**src/rtl/fault_injection_pkg.sv**
```systemverilog
// rtl/fault_injection_pkg.sv - shared encodings for the fault injection unit
package fault_injection_pkg;

    localparam logic [1:0] FI_STUCK0  = 2'b00;
    localparam logic [1:0] FI_STUCK1  = 2'b01;
    localparam logic [1:0] FI_FLIP    = 2'b10;
    localparam logic [1:0] FI_PATTERN = 2'b11;

    localparam logic [1:0] FI_IDLE   = 2'b00;
    localparam logic [1:0] FI_ARMED  = 2'b01;
    localparam logic [1:0] FI_ACTIVE = 2'b10;
    localparam logic [1:0] FI_DONE   = 2'b11;

    localparam logic FI_TRIG_CYCLE = 1'b0;
    localparam logic FI_TRIG_BEAT  = 1'b1;

endpackage

```
**src/rtl/fault_injection_corrupt.sv**
```systemverilog
// rtl/fault_injection_corrupt.sv - combinational per-bit corruption of a data word
module fault_injection_corrupt
    import fault_injection_pkg::*;
#(
    parameter int WIDTH = 18
) (
    input  logic [WIDTH-1:0] data,
    input  logic [WIDTH-1:0] mask,
    input  logic [1:0]       mode,
    input  logic [WIDTH-1:0] pattern,
    input  logic             en,
    output logic [WIDTH-1:0] corrupted
);

    always_comb begin
        corrupted = data;
        if (en) begin
            case (mode)
                FI_STUCK0:  corrupted = data & ~mask;
                FI_STUCK1:  corrupted = data | mask;
                FI_FLIP:    corrupted = data ^ mask;
                FI_PATTERN: corrupted = (data & ~mask) | (pattern & mask);
                default:    corrupted = data;
            endcase
        end
    end

endmodule

```
**src/rtl/fault_injection_unit.sv**
```systemverilog
// rtl/fault_injection_unit.sv - timed, masked fault injector with arm/disarm control
module fault_injection_unit
    import fault_injection_pkg::*;
#(
    parameter int WIDTH = 18,
    parameter int CNT_W = 32
) (
    input  logic             nvdla_core_clk,
    input  logic             nvdla_core_rst,
    input  logic [WIDTH-1:0] cdata_in,
    input  logic             cdata_valid,
    output logic [WIDTH-1:0] out,
    input  logic [WIDTH-1:0] cfg_mask,
    input  logic [1:0]       cfg_mode,
    input  logic [WIDTH-1:0] cfg_pattern,
    input  logic [CNT_W-1:0] cfg_delay,
    input  logic [CNT_W-1:0] cfg_duration,
    input  logic             cfg_trig_sel,
    input  logic             arm,
    input  logic             disarm,
    output logic             fi_armed,
    output logic             fi_active,
    output logic             fi_done,
    output logic [CNT_W-1:0] inject_count
);

    localparam logic [CNT_W-1:0] CNT_ONE = CNT_W'(1);

    logic [1:0]       state, state_d;
    logic [CNT_W-1:0] cnt, cnt_d, count_d;
    logic [WIDTH-1:0] mask_q, pattern_q;
    logic [1:0]       mode_q;
    logic [CNT_W-1:0] duration_q;
    logic             trig_sel_q;
    logic             load_cfg;
    logic             ev;

    assign ev = (trig_sel_q == FI_TRIG_BEAT) ? cdata_valid : 1'b1;

    // disarm outranks everything, including a simultaneous arm
    always_comb begin
        state_d  = state;
        cnt_d    = cnt;
        count_d  = inject_count;
        load_cfg = 1'b0;
        if (disarm) begin
            state_d = FI_IDLE;
        end else begin
            case (state)
                FI_IDLE, FI_DONE: begin
                    if (arm) begin
                        load_cfg = 1'b1;
                        count_d  = '0;
                        if (cfg_delay == '0) begin
                            state_d = FI_ACTIVE;
                            cnt_d   = cfg_duration;
                        end else begin
                            state_d = FI_ARMED;
                            cnt_d   = cfg_delay;
                        end
                    end
                end
                FI_ARMED: begin
                    if (ev) begin
                        if (cnt == CNT_ONE) begin
                            state_d = FI_ACTIVE;
                            cnt_d   = duration_q;
                        end else begin
                            cnt_d = cnt - CNT_ONE;
                        end
                    end
                end
                FI_ACTIVE: begin
                    if (ev) begin
                        if (inject_count != '1) count_d = inject_count + CNT_ONE;
                        if (duration_q != '0) begin
                            if (cnt == CNT_ONE) state_d = FI_DONE;
                            cnt_d = cnt - CNT_ONE;
                        end
                    end
                end
                default: state_d = FI_IDLE;
            endcase
        end
    end

    always_ff @(posedge nvdla_core_clk) begin
        if (nvdla_core_rst) begin
            state        <= FI_IDLE;
            cnt          <= '0;
            inject_count <= '0;
            mask_q       <= '0;
            pattern_q    <= '0;
            mode_q       <= '0;
            duration_q   <= '0;
            trig_sel_q   <= 1'b0;
            fi_armed     <= 1'b0;
            fi_active    <= 1'b0;
            fi_done      <= 1'b0;
        end else begin
            state        <= state_d;
            cnt          <= cnt_d;
            inject_count <= count_d;
            fi_armed     <= (state_d == FI_ARMED);
            fi_active    <= (state_d == FI_ACTIVE);
            fi_done      <= (state_d == FI_DONE);
            if (load_cfg) begin
                mask_q     <= cfg_mask;
                pattern_q  <= cfg_pattern;
                mode_q     <= cfg_mode;
                duration_q <= cfg_duration;
                trig_sel_q <= cfg_trig_sel;
            end
        end
    end

    fault_injection_corrupt #(.WIDTH(WIDTH)) u_corrupt (
        .data      (cdata_in),
        .mask      (mask_q),
        .mode      (mode_q),
        .pattern   (pattern_q),
        .en        (state == FI_ACTIVE),
        .corrupted (out)
    );

endmodule

```
**config.mk**
```make
export PLATFORM = sky130hd
export DESIGN_NAME = fault_injection_unit
export DESIGN_NICKNAME = d
export VERILOG_FILES = /design/src/rtl/fault_injection_pkg.sv /design/src/rtl/fault_injection_corrupt.sv /design/src/rtl/fault_injection_unit.sv
export SDC_FILE = /design/constraint.sdc
export NUM_CORES = 1
export LEC_CHECK = 0
export ABC_AREA = 1
export ABC_CLOCK_PERIOD_IN_PS = 5200
export CAP_MARGIN = 5
export CORE_UTILIZATION = 57
export CTS_CLUSTER_SIZE = 28
export DETAILED_ROUTE_END_ITERATION = 7
export GPL_TIMING_DRIVEN = 0
export PLACE_DENSITY = 0.95
export SLEW_MARGIN = 10
export SYNTH_ARGS = -nofsm -noshare
export SYNTH_HDL_FRONTEND = slang
export SYNTH_SLANG_ARGS = --single-unit
```
**constraint.sdc**
```tcl
create_clock -name nvdla_core_clk -period 5.2 [get_ports nvdla_core_clk]
set_input_delay 0.78 -clock nvdla_core_clk [delete_from_list [all_inputs] [get_ports nvdla_core_clk]]
set_output_delay 0.78 -clock nvdla_core_clk [all_outputs]
set_load 0.01 [all_outputs]
```
==> metrics.md <==
| Metric | Value |
|---|---|
| Post-synthesis sequential element count | `140` |
| Initial Utilization | `around three fifths` |
| Die span in y | `~130 um` |
| Mean area per synthesized cell | `6.29 um2` |
| TNS Setup | `0 ns` |
| Filler cell count | `~1,300` |
| Net Sw Frac | `between 30 and 40%` |
| RSZ-0062 raised after global routing | `false` |
| Nature of the critical path endpoint | `output pin` |
| Core box area | `around 0.016 mm2` |
| Syn_nets | `1,650` |
| Layout cells sized above 1 | `under 10%` |
| Internal power | `around 2.1 mW` |
| Inserted Clock Buffers | `17` |
| Post-Synthesis Cell Area | `0.00932 mm2` |
| Clk Latency, worst-skew pair | `0.43 ns` |
| Hold_buf cts | `0` |
| Post-cts repair resize count | `0` |
| Final Routed Wirelength | `around 32,000 um` |
| Longest Clk Path Bufs | `2` |
| Pins Over Slew Limit | `0` |
| Synth unique cells | `40` |
| XOR/XNOR share of the synthesized area | `under 10%` |
| Vias in the first global route | `around 10,000` |
| Post-synth EDFFs | `0` |
| DRC violations left | `0` |
| Antenna violations before repair | `0` |
| Count of final setup violators | `0` |
| Ys async rst share | `0%` |
| GRT overflow | `0` |
| Vias/cell | `approximately 5.7` |
| Post-synthesis compound-gate area fraction | `about 21%` |
| Setup CP Type | `reg -> out` |
| Required @ worst endpoint | `~4.4 ns` |
| Slew Limit Headroom | `about half` |
| Commonest non-fill, non-tap cell in the layout | `nand2_1` |
| H-Tree Depth | `4` |
| Outcome | `complete, no violations` |
| Sequential fraction of the synthesis area | `30.1%` |
| Crit path launch | `state[0]$_SDFF_PP0_` |
| Synth Area in Simple Gates | `~30%` |
| Final net count | `around 1,800` |
| Clock power share | `40.5%` |
| Critical Path AT | `about 3.5 ns` |
| Reg2reg path depth | `13` |
| Die W | `approximately 130 um` |
| # rows | `46` |
| Hold Violations, Final | `0` |
| Top_reg_cell synth | `dfxtp_1` |
| First-pass GRT wire length | `50,200 um` |
| N_diodes | `0` |
| Yosys warnings | `0` |
| Mapped Cells | `between 1,000 and 1,500` |
| R2r setup slk | `2.52 ns` |
| Min-delay worst type | `reg -> reg` |
| Register area | `between 0.002 and 0.003 mm2` |
| Synth Area in Adders | `5.64%` |
| Static leakage | `roughly 4.9 nW` |
| Fin crit period | `4.23 ns` |
| Max_cap viols | `0` |
| Final ANT Viol Nets | `0` |
| FF-to-FF End | `cnt[17]$_SDFFE_PP0P_` |
| Multi-input gate area | `around 0.0056 mm2` |
| Combinational share of power | `approximately 21%` |
| Max Fanout on Critical Path | `10` |
| Period utilization | `about four fifths` |
| CTS sink count | `140` |
| FF-to-FF Start | `state[0]$_SDFF_PP0_` |
| Area delta synth->final | `28.2%` |
| Crit start category | `register` |
| HPWL Detailed | `24,100 um` |
| Pwr per Cell Area | `254 mW/mm2` |
| Vias | `10,800` |
| IO Pins | `roughly 180` |
| Initial DRT Pass Iterations | `5` |
| Port Buffers | `177` |
| CP endpoint | `out[5]` |
| Root Buffer | `clkbuf_16` |
| Max IR drop VDD | `about 0.23 mV` |
| Global Route Usage Sum | `38.5%` |
| CTS tree | `yes` |
| Largest family of logic cells by synthesized area | `simple AND/OR/NAND/NOR gates` |
| FMAX | `around 240 MHz` |
| Total setup buffers inserted after CTS | `0` |
| Skew final | `~0.0075 ns` |
| Commonest cells after routing, fill and taps aside | `nand2_1 (353), nor2_1 (196), clkdlybuf4s50_1 (177)` |
| Clock-pin slew on the worst setup and hold paths | `0.06 ns` |
| Die ar. | `between 0.015 and 0.02 mm2` |
| Pin count of the biggest net entering global routing | `17` |
| Mux cell area share after synthesis | `0%` |
| Least-Margin Pin Slew | `roughly 0.76 ns` |
| Sequential group share of total power | `38.9%` |
| Final Util | `74.9%` |
| Psw | `928 uW` |
| GPL Wtd Cong | `~1.0` |
| Initial DRC count | `1,362` |
| Final hold slack | `~0.48 ns` |
| Wire per inst | `between 15 and 20 um` |
## worst min-delay path by stage
stage | cells past startpoint | slack [ns] | startpoint | end
detailed placement | 2 | 0.46 | duration_q[0]$_SDFFE_PP0P_ | duration_q[0]$_SDFFE_PP0P_
global route | 2 | 0.49 | duration_q[10]$_SDFFE_PP0P_ | duration_q[10]$_SDFFE_PP0P_
finish | 2 | 0.48 | duration_q[16]$_SDFFE_PP0P_ | duration_q[16]$_SDFFE_PP0P_
CTS | 2 | 0.47 | duration_q[16]$_SDFFE_PP0P_ | duration_q[16]$_SDFFE_PP0P_
global placement | 2 | 0.45 | trig_sel_q$_SDFFE_PP0P_ | trig_sel_q$_SDFFE_PP0P_
floorplan | 2 | 0.43 | trig_sel_q$_SDFFE_PP0P_ | trig_sel_q$_SDFFE_PP0P_
## state kept, by name, indices dropped and copies added (netlist names)
register	flops
cnt	32
duration_q	32
fi_active	1
fi_armed	1
fi_done	1
inject_count	32
mask_q	18
mode_q	2
pattern_q	18
state	2
trig_sel_q	1
## critical path: stages, from the launching register on
cell	delay, ns
dfxtp_1	0.38
inv_1	0.09
ha_1	0.33
inv_2	0.20
clkbuf_1	0.61
clkbuf_1	0.54
nand2_1	0.09
o21ai_0	0.16
clkdlybuf4s50_1	0.62
## cell type report
| class | count | area share (%) |
|---|---|---|
| timing repair buffer | 177 | 14.8 |
| clock buffer | 19 | 3.71 |
| inverter | 165 | 5.18 |
| buffer | 66 | 2.59 |
| tap | 216 | 2.26 |
| clock inverter | 13 | 1.19 |
| multi-input combinational | 1111 | 46.8 |
| sequential | 140 | 23.5 |
## through the flow
step           total power [mW]  worst slack [ns]  std cells  instance area (um2)
4_1_cts                    3.01              1.06       1907                11900
6_report                   3.03             0.966       1907                11900
3_3_place_gp               1.79              1.64       1875                11400
3_5_place_dp               1.81              1.54       1875                11400
5_1_grt                    3.14             0.848       1907                11900
2_1_floorplan              1.55              2.86       1482                 9320
## cell families (layout without fill, tap and decap cells)
family,count (synthesis),count (layout)
buffers and inverters,231,440
DFF,140,140
AOI/OAI and AO/OA,368,368
xor gates and xnor gates,39,39
and+or+nand+nor,662,662
adders and majority gates,42,42
## power by group through the flow
stage               registers [mW]  logic [mW]  clock network [mW]
floorplan                     1.19       0.364                   0
global placement              1.20       0.589                   0
detailed placement            1.20       0.606                   0
CTS                           1.18       0.614                1.22
global route                  1.18       0.693                1.27
finish                        1.18       0.625                1.23
## synthesized netlist by cell type (3+ instances only)
master	n	share of area, %
xor2_1	25	2.3
nand4_1	28	1.9
ha_1	42	5.6
nor2_2	9	0.60
nor2_1	196	7.9
buf_6	6	0.72
o21ai_1	19	1.0
o21ai_0	157	8.4
nand2_1	353	14
nand3_1	37	2.0
nor2_4	3	0.36
o221ai_1	17	1.6
nand3b_1	6	0.48
inv_2	9	0.36
buf_2	9	0.48
inv_1	156	6.3
dfxtp_1	140	30
nand2_2	5	0.34
a21oi_1	166	8.9
nor3_1	13	0.70
xnor2_1	14	1.3
clkbuf_1	47	1.9
nor3_2	3	0.32
## routing by layer
layer  track usage (%)  share of wire, %
met2              64.3                47
met5                 0                 0
met3              7.09               8.9
met4              20.2               3.7
met1              47.3                41
No activity file was read; power rests on OpenSTA's default activity.
